==> src/rtl/mat_mem_arbiter.sv <==
// Round-robin arbiter giving three matrix-unit requesters exclusive access to one
// matrix memory port, with completion pulses, shared read-data return and a sticky abort on timeout.
module mat_mem_arbiter #(
  parameter int TIMEOUT_CYC = 64
) (
  input  logic         clk,
  input  logic         RESET,
  input  logic [2:0]   reqEN,
  input  logic [2:0]   reqRW,
  input  logic [7:0]   reqAddr0,
  input  logic [7:0]   reqAddr1,
  input  logic [7:0]   reqAddr2,
  input  logic [255:0] reqData0,
  input  logic [255:0] reqData1,
  input  logic [255:0] reqData2,
  output logic [2:0]   reqFleg,
  output logic [255:0] rdData,
  output logic [1:0]   grant,
  output logic         busy,
  output logic         timeoutErr,
  output logic         memEN,
  output logic         memRW,
  output logic [7:0]   memAddr,
  output logic [255:0] toMemBus,
  input  logic [255:0] fromMemBus,
  input  logic         memFleg
);

  typedef enum logic [1:0] {IDLE, ISSUE, WAIT, RESP} state_t;

  state_t       state;
  logic [1:0]   rrPtr;
  logic         latRW;
  logic [7:0]   latAddr;
  logic [255:0] latData;
  logic [7:0]   waitCnt;

  // candIdx[k] is the requester examined k-th, starting at rrPtr and wrapping 2->0
  logic [1:0] candIdx [3];
  for (genvar gi = 0; gi < 3; gi++) begin : g_cand
    logic [2:0] sum;
    assign sum          = {1'b0, rrPtr} + 3'(gi);
    assign candIdx[gi]  = (sum >= 3'd3) ? 2'(sum - 3'd3) : sum[1:0];
  end

  logic [1:0] winIdx;
  logic       winValid;
  always_comb begin
    winIdx   = 2'd0;
    winValid = 1'b0;
    // Walk from the farthest candidate back so the nearest one to rrPtr wins
    for (int i = 2; i >= 0; i--) begin
      if (reqEN[candIdx[i]]) begin
        winIdx   = candIdx[i];
        winValid = 1'b1;
      end
    end
  end

  logic         winRW;
  logic [7:0]   winAddr;
  logic [255:0] winData;
  always_comb begin
    winRW = reqRW[winIdx];
    case (winIdx)
      2'd1:    begin winAddr = reqAddr1; winData = reqData1; end
      2'd2:    begin winAddr = reqAddr2; winData = reqData2; end
      default: begin winAddr = reqAddr0; winData = reqData0; end
    endcase
  end

  always_ff @(posedge clk) begin
    if (RESET) begin
      state      <= IDLE;
      rrPtr      <= 2'd0;
      grant      <= 2'b11;
      busy       <= 1'b0;
      memEN      <= 1'b0;
      memRW      <= 1'b0;
      memAddr    <= 8'd0;
      toMemBus   <= '0;
      rdData     <= '0;
      reqFleg    <= 3'b000;
      timeoutErr <= 1'b0;
      waitCnt    <= 8'd0;
      latRW      <= 1'b0;
      latAddr    <= 8'd0;
      latData    <= '0;
    end else begin
      reqFleg <= 3'b000;
      case (state)
        IDLE: begin
          if (winValid) begin
            grant   <= winIdx;
            latRW   <= winRW;
            latAddr <= winAddr;
            latData <= winData;
            busy    <= 1'b1;
            state   <= ISSUE;
          end
        end
        ISSUE: begin
          memEN    <= 1'b1;
          memRW    <= latRW;
          memAddr  <= latAddr;
          toMemBus <= latData;
          waitCnt  <= 8'd0;
          state    <= WAIT;
        end
        WAIT: begin
          if (memFleg) begin
            memEN   <= 1'b0;
            if (latRW) rdData <= fromMemBus;
            reqFleg <= 3'b001 << grant;
            state   <= RESP;
          end else if (waitCnt == 8'(TIMEOUT_CYC - 1)) begin
            // This WAIT cycle is the TIMEOUT_CYC-th without a response: abort
            memEN      <= 1'b0;
            timeoutErr <= 1'b1;
            reqFleg    <= 3'b001 << grant;
            state      <= RESP;
          end else begin
            waitCnt <= waitCnt + 8'd1;
          end
        end
        RESP: begin
          if (!reqEN[grant]) begin
            rrPtr <= (grant == 2'd2) ? 2'd0 : grant + 2'd1;
            grant <= 2'b11;
            busy  <= 1'b0;
            state <= IDLE;
          end
        end
        default: state <= IDLE;
      endcase
    end
  end

endmodule
==> config.mk <==
export PLATFORM = sky130hd
export DESIGN_NAME = mat_mem_arbiter
export DESIGN_NICKNAME = d
export VERILOG_FILES = /design/src/rtl/mat_mem_arbiter.sv
export SDC_FILE = /design/constraint.sdc
export NUM_CORES = 2
export LEC_CHECK = 0
export BUFFER_PORTS_ARGS = -buffer_cell sky130_fd_sc_hd__buf_4
export CAP_MARGIN = 20
export CORE_AREA = 2 2 627 629
export DETAILED_ROUTE_END_ITERATION = 7
export DIE_AREA = 0 0 629 631
export PLACE_DENSITY = 0.3
export SYNTH_ARGS = -nofsm -noshare
export SYNTH_HDL_FRONTEND = slang
export SYNTH_SLANG_ARGS = --single-unit
export TNS_END_PERCENT = 30
==> constraint.sdc <==
create_clock -name clk -period 4.6 [get_ports clk]
set_input_delay 0.23 -clock clk [delete_from_list [all_inputs] [get_ports clk]]
set_output_delay 0.23 -clock clk [all_outputs]
set_load 0.01 [all_outputs]
==> summary.md <==
| Metric | Value |
|---|---|
| RSZ-0062 raised after global routing | `no` |
| WS Path Type | `reg -> reg` |
| Critical path fanouts, max | `44` |
| Area leader, netlist | `dfxtp_1` |
| Via Count | `35,940` |
| Core area | `390,800 µm²` |
| Hpwl dp | `240.8 mm` |
| Critical-path top delay cell | `dlygate4sd3_1` |
| First DRT Iteration DRCs | `1,587` |
| Gr ovfl total | `0` |
| WP data required | `5.33 ns` |
| Die height | `631 µm` |
| First-pass GRT wire length | `373.9 mm` |
| Async set or reset register ratio after synthesis | `0%` |
| LEAKAGE | `26.71 nW` |
| Syn nets | `4,616` |
| Die X-Extent | `629 µm` |
| Synthesis Warnings | `0` |
| Final setup skew | `about 0.083 ns` |
| Postcts setup bufs | `0` |
| Tightest Pin Transition | `0.9669 ns` |
| IO Port Bufs | `1,585` |
| Nets@finish | `6,950` |
| Worst vdd ir | `349.5 µV` |
| CTS Root Cell | `clkbuf_16` |
| Fillers | `44,510` |
| Main synth FF type | `dfxtp_1` |
| Synth top area share | `47.99%` |
| Overall Power | `0.02801 W` |
| Tmin final | `4.312 ns` |
| Global Route Usage Sum | `14.02%` |
| Slowest cell delay on critical path | `roughly 0.6 ns` |
| Fin area | `64,280 µm²` |
| H-tree depth | `3` |
| Commonest non-fill, non-tap cell in the layout | `buf_4` |
| Sink Count | `806` |
| Largest net degree at the start of global routing | `120` |
| 1st-pass router iterations | `5` |
| Antenna-violating nets left | `0` |
| Avg Cell Area, Syn | `about 9.5 µm²` |
| Mapped Area | `between 30,000 and 40,000 µm²` |
| IO Count | `1,586` |
| Fin. max-slew vios | `0` |
| Synth unique cells | `51` |
| Inserted Clock Buffers | `123` |
| Cell Rows | `230` |
| Pwr dens | `435.8 nW/µm²` |
| Top cells by area, synth | `dfxtp_1 (48%), mux2i_1 (16%), o221ai_2 (11%)` |
| Max_cap viols | `0` |
| Die area | `between 300,000 and 400,000 µm²` |
| CP Cell Sequence | `inv_1 -> ha_1 -> inv_1 -> a21boi_2 -> o32ai_4 -> buf_12 -> buf_4 -> buf_4 -> mux2i_1 -> dlygate4sd3_1 -> o221ai_2 -> dlygate4sd3_1` |
| Worst r2r src | `rrPtr[0]` |
| Hold Vio Cnt, Final | `0` |
| Initial antenna violation count | `93` |
| TritonCTS clock tree | `built` |
| Hold-fix buffers, CTS | `approximately 820` |
| Area occupied by registers | `16,140 µm²` |
| Crit. Startpoint | `rrPtr[0]` |
| Final wirelength | `289.5 mm` |
| Worst min path class | `in -> reg` |
| Final period utilization | `93.75%` |
| Synth Instances | `3,551` |
| Post-synth EDFFs | `0` |
| Clock slew at reported path FFs | `0.06 ns` |
| Hold wc startpoint | `fromMemBus[16]` |
| Critical Path End Type | `flop` |
| Clk Latency, worst-skew pair | `about 0.90 ns` |
| Layout cells sized above 1 | `between 30% and 40%` |
| Max Buffers Root-to-Sink | `4` |
| Final setup viols | `0` |
| Startpoint types | `flop` |
| Synthesis-stage register bit count | `~800` |
| PostCTS Resize Cnt | `0` |
| Register area share after synthesis | `47.99%` |
| Worst slew margin | `35.54%` |
| RePlAce Congestion | `0.8923` |
| Drt wl/cell | `roughly 26 µm` |
| Max Fclk | `231.9 MHz` |
| Multi-input logic area | `approximately 15,000 µm²` |
| Post-Route Setup TNS | `0 ns` |
| Drt drc | `0` |
| Initial Util | `between 8 and 9%` |
| Placed cell area | `about 52,000 µm²` |
| Via density | `about 3.2` |
| Via count of the first global-routing pass | `about 38,000` |
| Outcome | `finished, final reports clean` |
| Commonest non-fill, non-tap cells in the layout | `buf_4 (1,633), dlygate4sd3_1 (816), dfxtp_1 (806)` |
| Area Overhead vs Synth | `91.16%` |
| Crit path DAT | `5.04 ns` |
cell families (layout without fill, tap and decap cells):
group / Yosys count / count (layout) / synth area share [%]
buffers and inverters: 542 / 2977 / 6.906
flip-flops: 806 / 806 / 47.99
other: 0 / 48 / 0
AO/OA/AOI/OAI: 553 / 553 / 16.15
XOR/XNOR: 6 / 6 / 0.1563
adder cells (fa/ha/maj): 8 / 8 / 0.2977
multiplexers: 536 / 536 / 15.96
AND/OR/NAND/NOR: 1100 / 1100 / 12.55
per-layer routing:
layer	wire [µm]	GRT usage [%]
met5	260	0
met4	8594	3.991
met3	20500	4.278
met2	146400	25.21
met1	113800	15.86
worst max-delay path: cells and delay by family (launching register included):
kind	cells	cell delay (ns)
adder cells (fa/ha/maj)	1	0.40
buffers and inverters	7	2.42
AO/OA/AOI/OAI	3	0.61
flip-flops	1	0.37
multiplexers	1	0.22
cells in the mapped netlist (all sizes together) (2+ instances only):
cell	n
o21ai	4
clkbuf	148
ha	8
o221ai	265
nor3b	3
o21a	2
dfxtp	806
nand2b	3
a2111oi	2
a211oi	2
a31oi	3
nor3	4
inv	276
o32a	2
nand2	789
nand3	3
mux2i	536
a21boi	3
a21oi	260
xor2	4
nor2	280
xnor2	2
nand3b	2
o32ai	2
nor2b	2
nor4b	2
and3	2
nand4	4
buf	118
registers in the layout, indices dropped and copies added (netlist names):
| signal | cells |
|---|---|
| rdData | 256 |
| rrPtr | 2 |
| timeoutErr | 1 |
| waitCnt | 8 |
| grant | 2 |
| state | 2 |
| latAddr | 8 |
| memEN | 1 |
| memAddr | 8 |
| memRW | 1 |
| reqFleg | 3 |
| latData | 256 |
| busy | 1 |
| latRW | 1 |
| toMemBus | 256 |
area by class of cell:
class / instances / area share, %
clock buffer: 165 / 5.441
sequential: 806 / 25.10
inverter: 276 / 1.612
timing repair buffer: 2475 / 32.58
multi-input combinational: 2203 / 23.73
tap: 5220 / 10.16
clock inverter: 61 / 1.187
antenna: 48 / 0.1869
per-stage QoR:
step                hold WS, ns  setup WS (ns)  utilization, %  instances
floorplan                0.3460          2.368               -       3551
global placement         0.4357          1.164           13.24      10160
detailed placement       0.4363          1.196           13.24      10160
CTS                   0.0004058         0.3165           16.42      11210
global route            0.08326        0.08608           16.43      11230
finish                   0.1283         0.2876           16.45      11250
power by group:
group	switching, W	leakage, nW	internal, W
sequential	0.00125	6.56	0.00822
clock	0.00400	2.08	0.00614
combinational	0.00433	18.1	0.00406
total	0.00959	26.7	0.0184
worst paths after layout:
check | slack (ns) | depth (start not counted) | end
worst max-delay path | 0.29 | 12 | latData[69]
worst min register to register | 0.45 | 2 | rdData[151]
worst max register to register | 0.29 | 12 | latData[69]
worst min-delay path | 0.13 | 4 | rdData[16]
(Power assumes the default switching activity.)
